==> config.mk <==
export PLATFORM = sky130hd
export DESIGN_NAME = truth_table_scanner
export DESIGN_NICKNAME = d
export VERILOG_FILES = /design/src/rtl/truth_table_scanner.sv
export SDC_FILE = /design/constraint.sdc
export NUM_CORES = 1
export LEC_CHECK = 0
export CAP_MARGIN = 20
export CORE_MARGIN = 10
export CORE_UTILIZATION = 40
export CTS_CLUSTER_DIAMETER = 100
export DETAILED_ROUTE_END_ITERATION = 16
export PLACE_DENSITY = 0.58
export SYNTH_ARGS = -nofsm -noshare
export SYNTH_HDL_FRONTEND = slang
export SYNTH_SLANG_ARGS = --single-unit
export TNS_END_PERCENT = 30
==> constraint.sdc <==
create_clock -name clk -period 2.1 [get_ports clk]
set_clock_uncertainty 0.05 [all_clocks]
set_input_delay 0.42 -clock clk [delete_from_list [all_inputs] [get_ports clk]]
set_output_delay 0.42 -clock clk [all_outputs]
set_load 0.1 [all_outputs]
==> src/rtl/truth_table_scanner.sv <==
// -----------------------------------------------------------------------------
// truth_table_scanner
//
// Walks a downstream 4-input combinational block through all 16 input vectors.
// For each vector it holds the inputs for SETTLE_CYCLES cycles, samples F for
// one cycle, and builds a 16-bit truth table plus a count of ones.
//
// Ports
//   clk          single clock, rising-edge
//   rst_n        asynchronous active-low reset
//   start        request a full sweep (accepted only in IDLE, abort has priority)
//   abort        cancel a sweep in progress
//   A,B,C,D      registered stimulus to the downstream function (A is the MSB)
//   F            function output returned from the downstream block
//   busy         high in DRIVE and SAMPLE
//   done         one-cycle pulse when a sweep completes
//   table_valid  table_out holds a complete sweep
//   table_out    bit i = F for {A,B,C,D} = i
//   ones_count   number of vectors with F = 1 (0..16)
//
// state  | meaning
// -------+------------------------------------------------------------
// IDLE   | waiting for start; stimulus at 0, results held
// DRIVE  | stimulus = index, counting SETTLE_CYCLES cycles of settling
// SAMPLE | capture F into table_out[index], advance or finish
// DONE   | sweep complete; done/table_valid raised on the exit edge
// -----------------------------------------------------------------------------
module truth_table_scanner #(
    parameter int unsigned SETTLE_CYCLES = 1
) (
    input  logic        clk,
    input  logic        rst_n,
    input  logic        start,
    input  logic        abort,
    input  logic        F,
    output logic        A,
    output logic        B,
    output logic        C,
    output logic        D,
    output logic        busy,
    output logic        done,
    output logic        table_valid,
    output logic [15:0] table_out,
    output logic [4:0]  ones_count
);

    typedef enum logic [1:0] {
        S_IDLE   = 2'd0,
        S_DRIVE  = 2'd1,
        S_SAMPLE = 2'd2,
        S_DONE   = 2'd3
    } state_t;

    localparam logic [3:0] SETTLE_LAST = 4'(SETTLE_CYCLES - 1);

    state_t      r_state;
    logic [3:0]  r_index;
    logic [3:0]  r_settle;
    logic [3:0]  r_abcd;
    logic        r_busy;
    logic        r_done;
    logic        r_valid;
    logic [15:0] r_table;
    logic [4:0]  r_ones;

    always_ff @(posedge clk or negedge rst_n) begin
        if (!rst_n) begin
            r_state  <= S_IDLE;
            r_index  <= 4'd0;
            r_settle <= 4'd0;
            r_abcd   <= 4'd0;
            r_busy   <= 1'b0;
            r_done   <= 1'b0;
            r_valid  <= 1'b0;
            r_table  <= 16'h0000;
            r_ones   <= 5'd0;
        end else begin
            r_done <= 1'b0;
            case (r_state)
                S_IDLE: begin
                    // abort outranks start so a simultaneous request never launches
                    if (start && !abort) begin
                        r_state  <= S_DRIVE;
                        r_index  <= 4'd0;
                        r_settle <= 4'd0;
                        r_abcd   <= 4'd0;
                        r_busy   <= 1'b1;
                        r_valid  <= 1'b0;
                        r_table  <= 16'h0000;
                        r_ones   <= 5'd0;
                    end
                end
                S_DRIVE: begin
                    if (abort) begin
                        r_state <= S_IDLE;
                        r_abcd  <= 4'd0;
                        r_busy  <= 1'b0;
                    end else if (r_settle == SETTLE_LAST) begin
                        r_state <= S_SAMPLE;
                    end else begin
                        r_settle <= r_settle + 4'd1;
                    end
                end
                S_SAMPLE: begin
                    if (abort) begin
                        r_state <= S_IDLE;
                        r_abcd  <= 4'd0;
                        r_busy  <= 1'b0;
                    end else begin
                        r_table[r_index] <= F;
                        r_ones           <= r_ones + {4'd0, F};
                        if (r_index == 4'd15) begin
                            r_state <= S_DONE;
                            r_abcd  <= 4'd0;
                            r_busy  <= 1'b0;
                        end else begin
                            r_state  <= S_DRIVE;
                            r_index  <= r_index + 4'd1;
                            r_abcd   <= r_index + 4'd1;
                            r_settle <= 4'd0;
                        end
                    end
                end
                S_DONE: begin
                    // done is registered on the exit edge, so the pulse lands one
                    // cycle after DONE is entered
                    r_state <= S_IDLE;
                    r_done  <= 1'b1;
                    r_valid <= 1'b1;
                end
                default: begin
                    r_state <= S_IDLE;
                end
            endcase
        end
    end

    assign {A, B, C, D} = r_abcd;
    assign busy         = r_busy;
    assign done         = r_done;
    assign table_valid  = r_valid;
    assign table_out    = r_table;
    assign ones_count   = r_ones;

endmodule

==> impl_metrics.py <==
metrics = {
    "sta": {
        "layout_min_cycle_time_ns": 1.97,
        "maxSlewViolCount": 0,
        "slew_headroom_pct": 51.9,
        "setup_tns_ns": 0,
        "hold_viol": 0,
        "setup-violations-final": 0,
        "unrepaired_setup_endpoints_after_global_routing": "false",
        "timing_worst_slew_pin_value_ns": 0.722,
        "clock.fmax_mhz": 506,
        "post-route-period-util_pct": 94.0,
    },
    "cts": {
        "clock_slew_at_reported_path_ffs_ns": 0.08,
        "cts_inserted_buffers": 5,
        "insertion_delay_to_the_later_sink_of_the_worst_skew_pair_ns": 0.29,
        "tritoncts_clock_tree": "built",
        "clockRootBuffer": "clkbuf_8",
        "h_tree_lvls": 2,
        "post_cts.repair.setup_buffers": 0,
        "max_buffers_root_to_sink": 2,
        "clock_sink_count": 38,
    },
    "logic_synthesis": {
        "post_synth.cell_area_avg_sq_um": 9.47,
        "net_count_after_synthesis": 237,
        "synth.ff_latch_count": 38,
        "yosysTopAreaCell": "dfrtp_1",
        "synth_flop_cell": "dfrtp_1",
        "cell_area_after_synthesis_sq_um": 2070,
        "seq_area_frac_synth_pct": 45.8,
        "syn-instance-count": 219,
        "ys.warnings.count": 0,
        "number_of_synthesized_flops_with_an_enable_pin": 0,
        "netlist-cell-type-count": 38,
        "synth_top_cell_area_share_pct": 45.8,
        "synth.top_cells.by_area": "dfrtp_1, ha_1, mux2i_1, nand2_1, nand3_1",
        "async_flop_share_pct": 100,
    },
    "route": {
        "drt_first_iter_violations": 69,
        "wire_length_per_cell_after_detailed_routing_um": 14.9,
        "route.antenna.remaining_nets": 0,
        "totalWireLength_um": 5060,
        "total_iterations_of_the_first_detailed_routing_run": 4,
        "vias_per_cell": 5.10,
        "via_count": 1728,
        "drcViolationCount": 0,
    },
    "worst_setup_path": {
        "path_class": "reg2reg",
        "timing.critical_path.arrival_ns": 2.13,
        "worst_setup_path_end_kind": "register",
        "setup.worst_path.start_class": "register",
        "biggest_fanout_along_the_worst_timing_path": 5,
        "crit_path_top_delay_cell": "or4b_1",
        "worst_ep_required_time_ns": 2.25,
        "crit_start": "r_state[0]",
        "regToRegStartpoint": "r_state[0]",
        "crit_path_max_incr_delay_ns": 0.54,
        "timing.reg2reg.setup_slack_ns": 0.13,
        "r2r_cells": 6,
        "worstSetupEndpoint": "r_abcd[0]",
        "crit_chain": "inv_1, ha_2, nor2b_1, nand2_1, or4b_1, o21ai_0",
        "regToRegEndpoint": "r_abcd[0]",
    },
    "power_and_ir_drop": {
        "switchingPower_w": 0.00117,
        "combinational_cell_fraction_of_total_power_pct": 48.0,
        "cellInternalPower_w": 0.00158,
        "pwr_density_cell_nw_per_um2": 1050,
        "seqPwrFrac_pct": 33.3,
        "ir_worst_vdd_uv": 442,
        "clockPowerShare_pct": 18.7,
        "power.leakage_nw": 1.27,
        "netSwitchingFraction_pct": 42.7,
    },
    "finish": {
        "antennaDiodeCount": 0,
        "layout_common_cells": "buf_4, dfrtp_1, nand2_1",
        "final_nets": 287,
        "mostFrequentLayoutCell": "buf_4",
        "area_added_between_synthesis_and_finish_pct": 26.2,
        "post_route_cells_drive_above_1_share_pct": 23.4,
        "fin_util_pct": 51.6,
    },
    "die": {
        "coreArea_sq_um": 5070,
        "rows": 26,
        "fp.dieH_um": 92.0,
        "num_io_pins": 33,
        "die_area_sq_um": 8470,
        "die_x_um": 92.0,
        "initial_utilization_pct": 40.9,
    },
    "placed_design": {
        "detailed_place_hpwl_um": 3760,
        "place_congestion": 0.770,
        "placement.io_buffers": 32,
    },
    "global_route": {
        "grt_remaining_overflow": 0,
        "wire_length_of_the_first_global_routing_pass_um": 8740,
        "grt_max_degree": 34,
        "first_global_vias": 1839,
        "grt_util_all_layers_pct": 12.5,
        "antenna_found_initial": 0,
    },
    "flow_run": {
        "max_cap_viol_count": 0,
    },
    "status": {
        "status": "complete, no violations",
    },
    "hold_path": {
        "hold_crit_class": "in2async",
    },
}
-- cell type report --
class	count	area, sq um
sequential	38	952
multi-input combinational	156	1030
fill	510	2460
clock buffer	7	86.3
inverter	15	56.3
timing repair buffer	53	403
tap	70	87.6
-- critical path: cells and delay by family (launching register included) --
kind | cells | cell delay (ns)
simple gates | 3 | 0.84
flops | 1 | 0.40
buf+inv | 1 | 0.13
compound gates | 1 | 0.20
fa+ha+maj | 1 | 0.27
-- metrics by stage --
step | power (W) | worst slack, ns | cells | cell area (sq um) | hold WS, ns
floorplan | 0.00184 | 0.142 | 219 | 2080 | 0.0744
global placement | 0.00222 | -0.00584 | 332 | 2520 | 0.424
detailed placement | 0.00223 | -0.0571 | 332 | 2520 | 0.446
CTS | 0.00274 | 0.0577 | 339 | 2610 | 0.157
global route | 0.00296 | 0.00443 | 339 | 2620 | 0.191
finish | 0.00275 | 0.125 | 339 | 2620 | 0.133
-- power by group through the flow --
stage | logic (W) | registers [W] | clock network [W]
floorplan | 0.000679 | 0.00116 | 0
global placement | 0.00129 | 0.000927 | 0
detailed placement | 0.00130 | 0.000929 | 0
CTS | 0.00130 | 0.000915 | 0.000522
global route | 0.00148 | 0.000930 | 0.000555
finish | 0.00132 | 0.000915 | 0.000515
-- per-layer routing --
metal	part of all wire [%]	global-route usage, %
met1	47	15.9
met2	47	19.5
met3	4.9	4.56
met4	0.79	3.47
met5	0	0
-- sequential cells by signal (all words and copies together), names as in the netlist --
| name | count |
|---|---|
| busy | 1 |
| done | 1 |
| ones_count | 5 |
| r_abcd | 4 |
| r_index | 4 |
| r_settle | 4 |
| r_state | 2 |
| table_out | 16 |
| table_valid | 1 |
-- synthesized netlist by cell type, types with 4 or more instances --
cell type	number
a21oi_1	10
a31oi_1	7
clkbuf_1	5
dfrtp_1	38
ha_1	13
inv_1	15
mux2i_1	13
nand2_1	29
nand3_1	17
nand4_1	4
nor2_1	10
o21ai_0	15
xnor2_1	4
-- cells by family after synthesis --
group	Yosys count	share of synthesized area [%]
AND/OR/NAND/NOR	81	19.4
XOR/XNOR	5	2.11
adder cells (fa/ha/maj)	13	7.84
flip-flops	38	45.8
AO/OA/AOI/OAI	42	12.3
buffers and inverters	25	5.01
multiplexers	15	7.48
-- how the worst min path moves through the flow --
stage          slack (ns)            to  startpoint  cells past startpoint
2_1_floorplan        0.07          busy       rst_n                      0
3_3_place_gp         0.42     r_abcd[1]   r_abcd[1]                      2
3_5_place_dp         0.45     r_abcd[3]   r_abcd[3]                      2
4_1_cts              0.16  table_out[9]       rst_n                      1
5_1_grt              0.19    r_index[2]       rst_n                      1
6_report             0.13  table_out[9]       rst_n                      1
-- what timing repair did --
action	4_1_cts	5_1_grt
hold buffers	0	0
gates resized for setup	0	3
endpoints found under the setup margin	0	18
(Power assumes the default switching activity.)
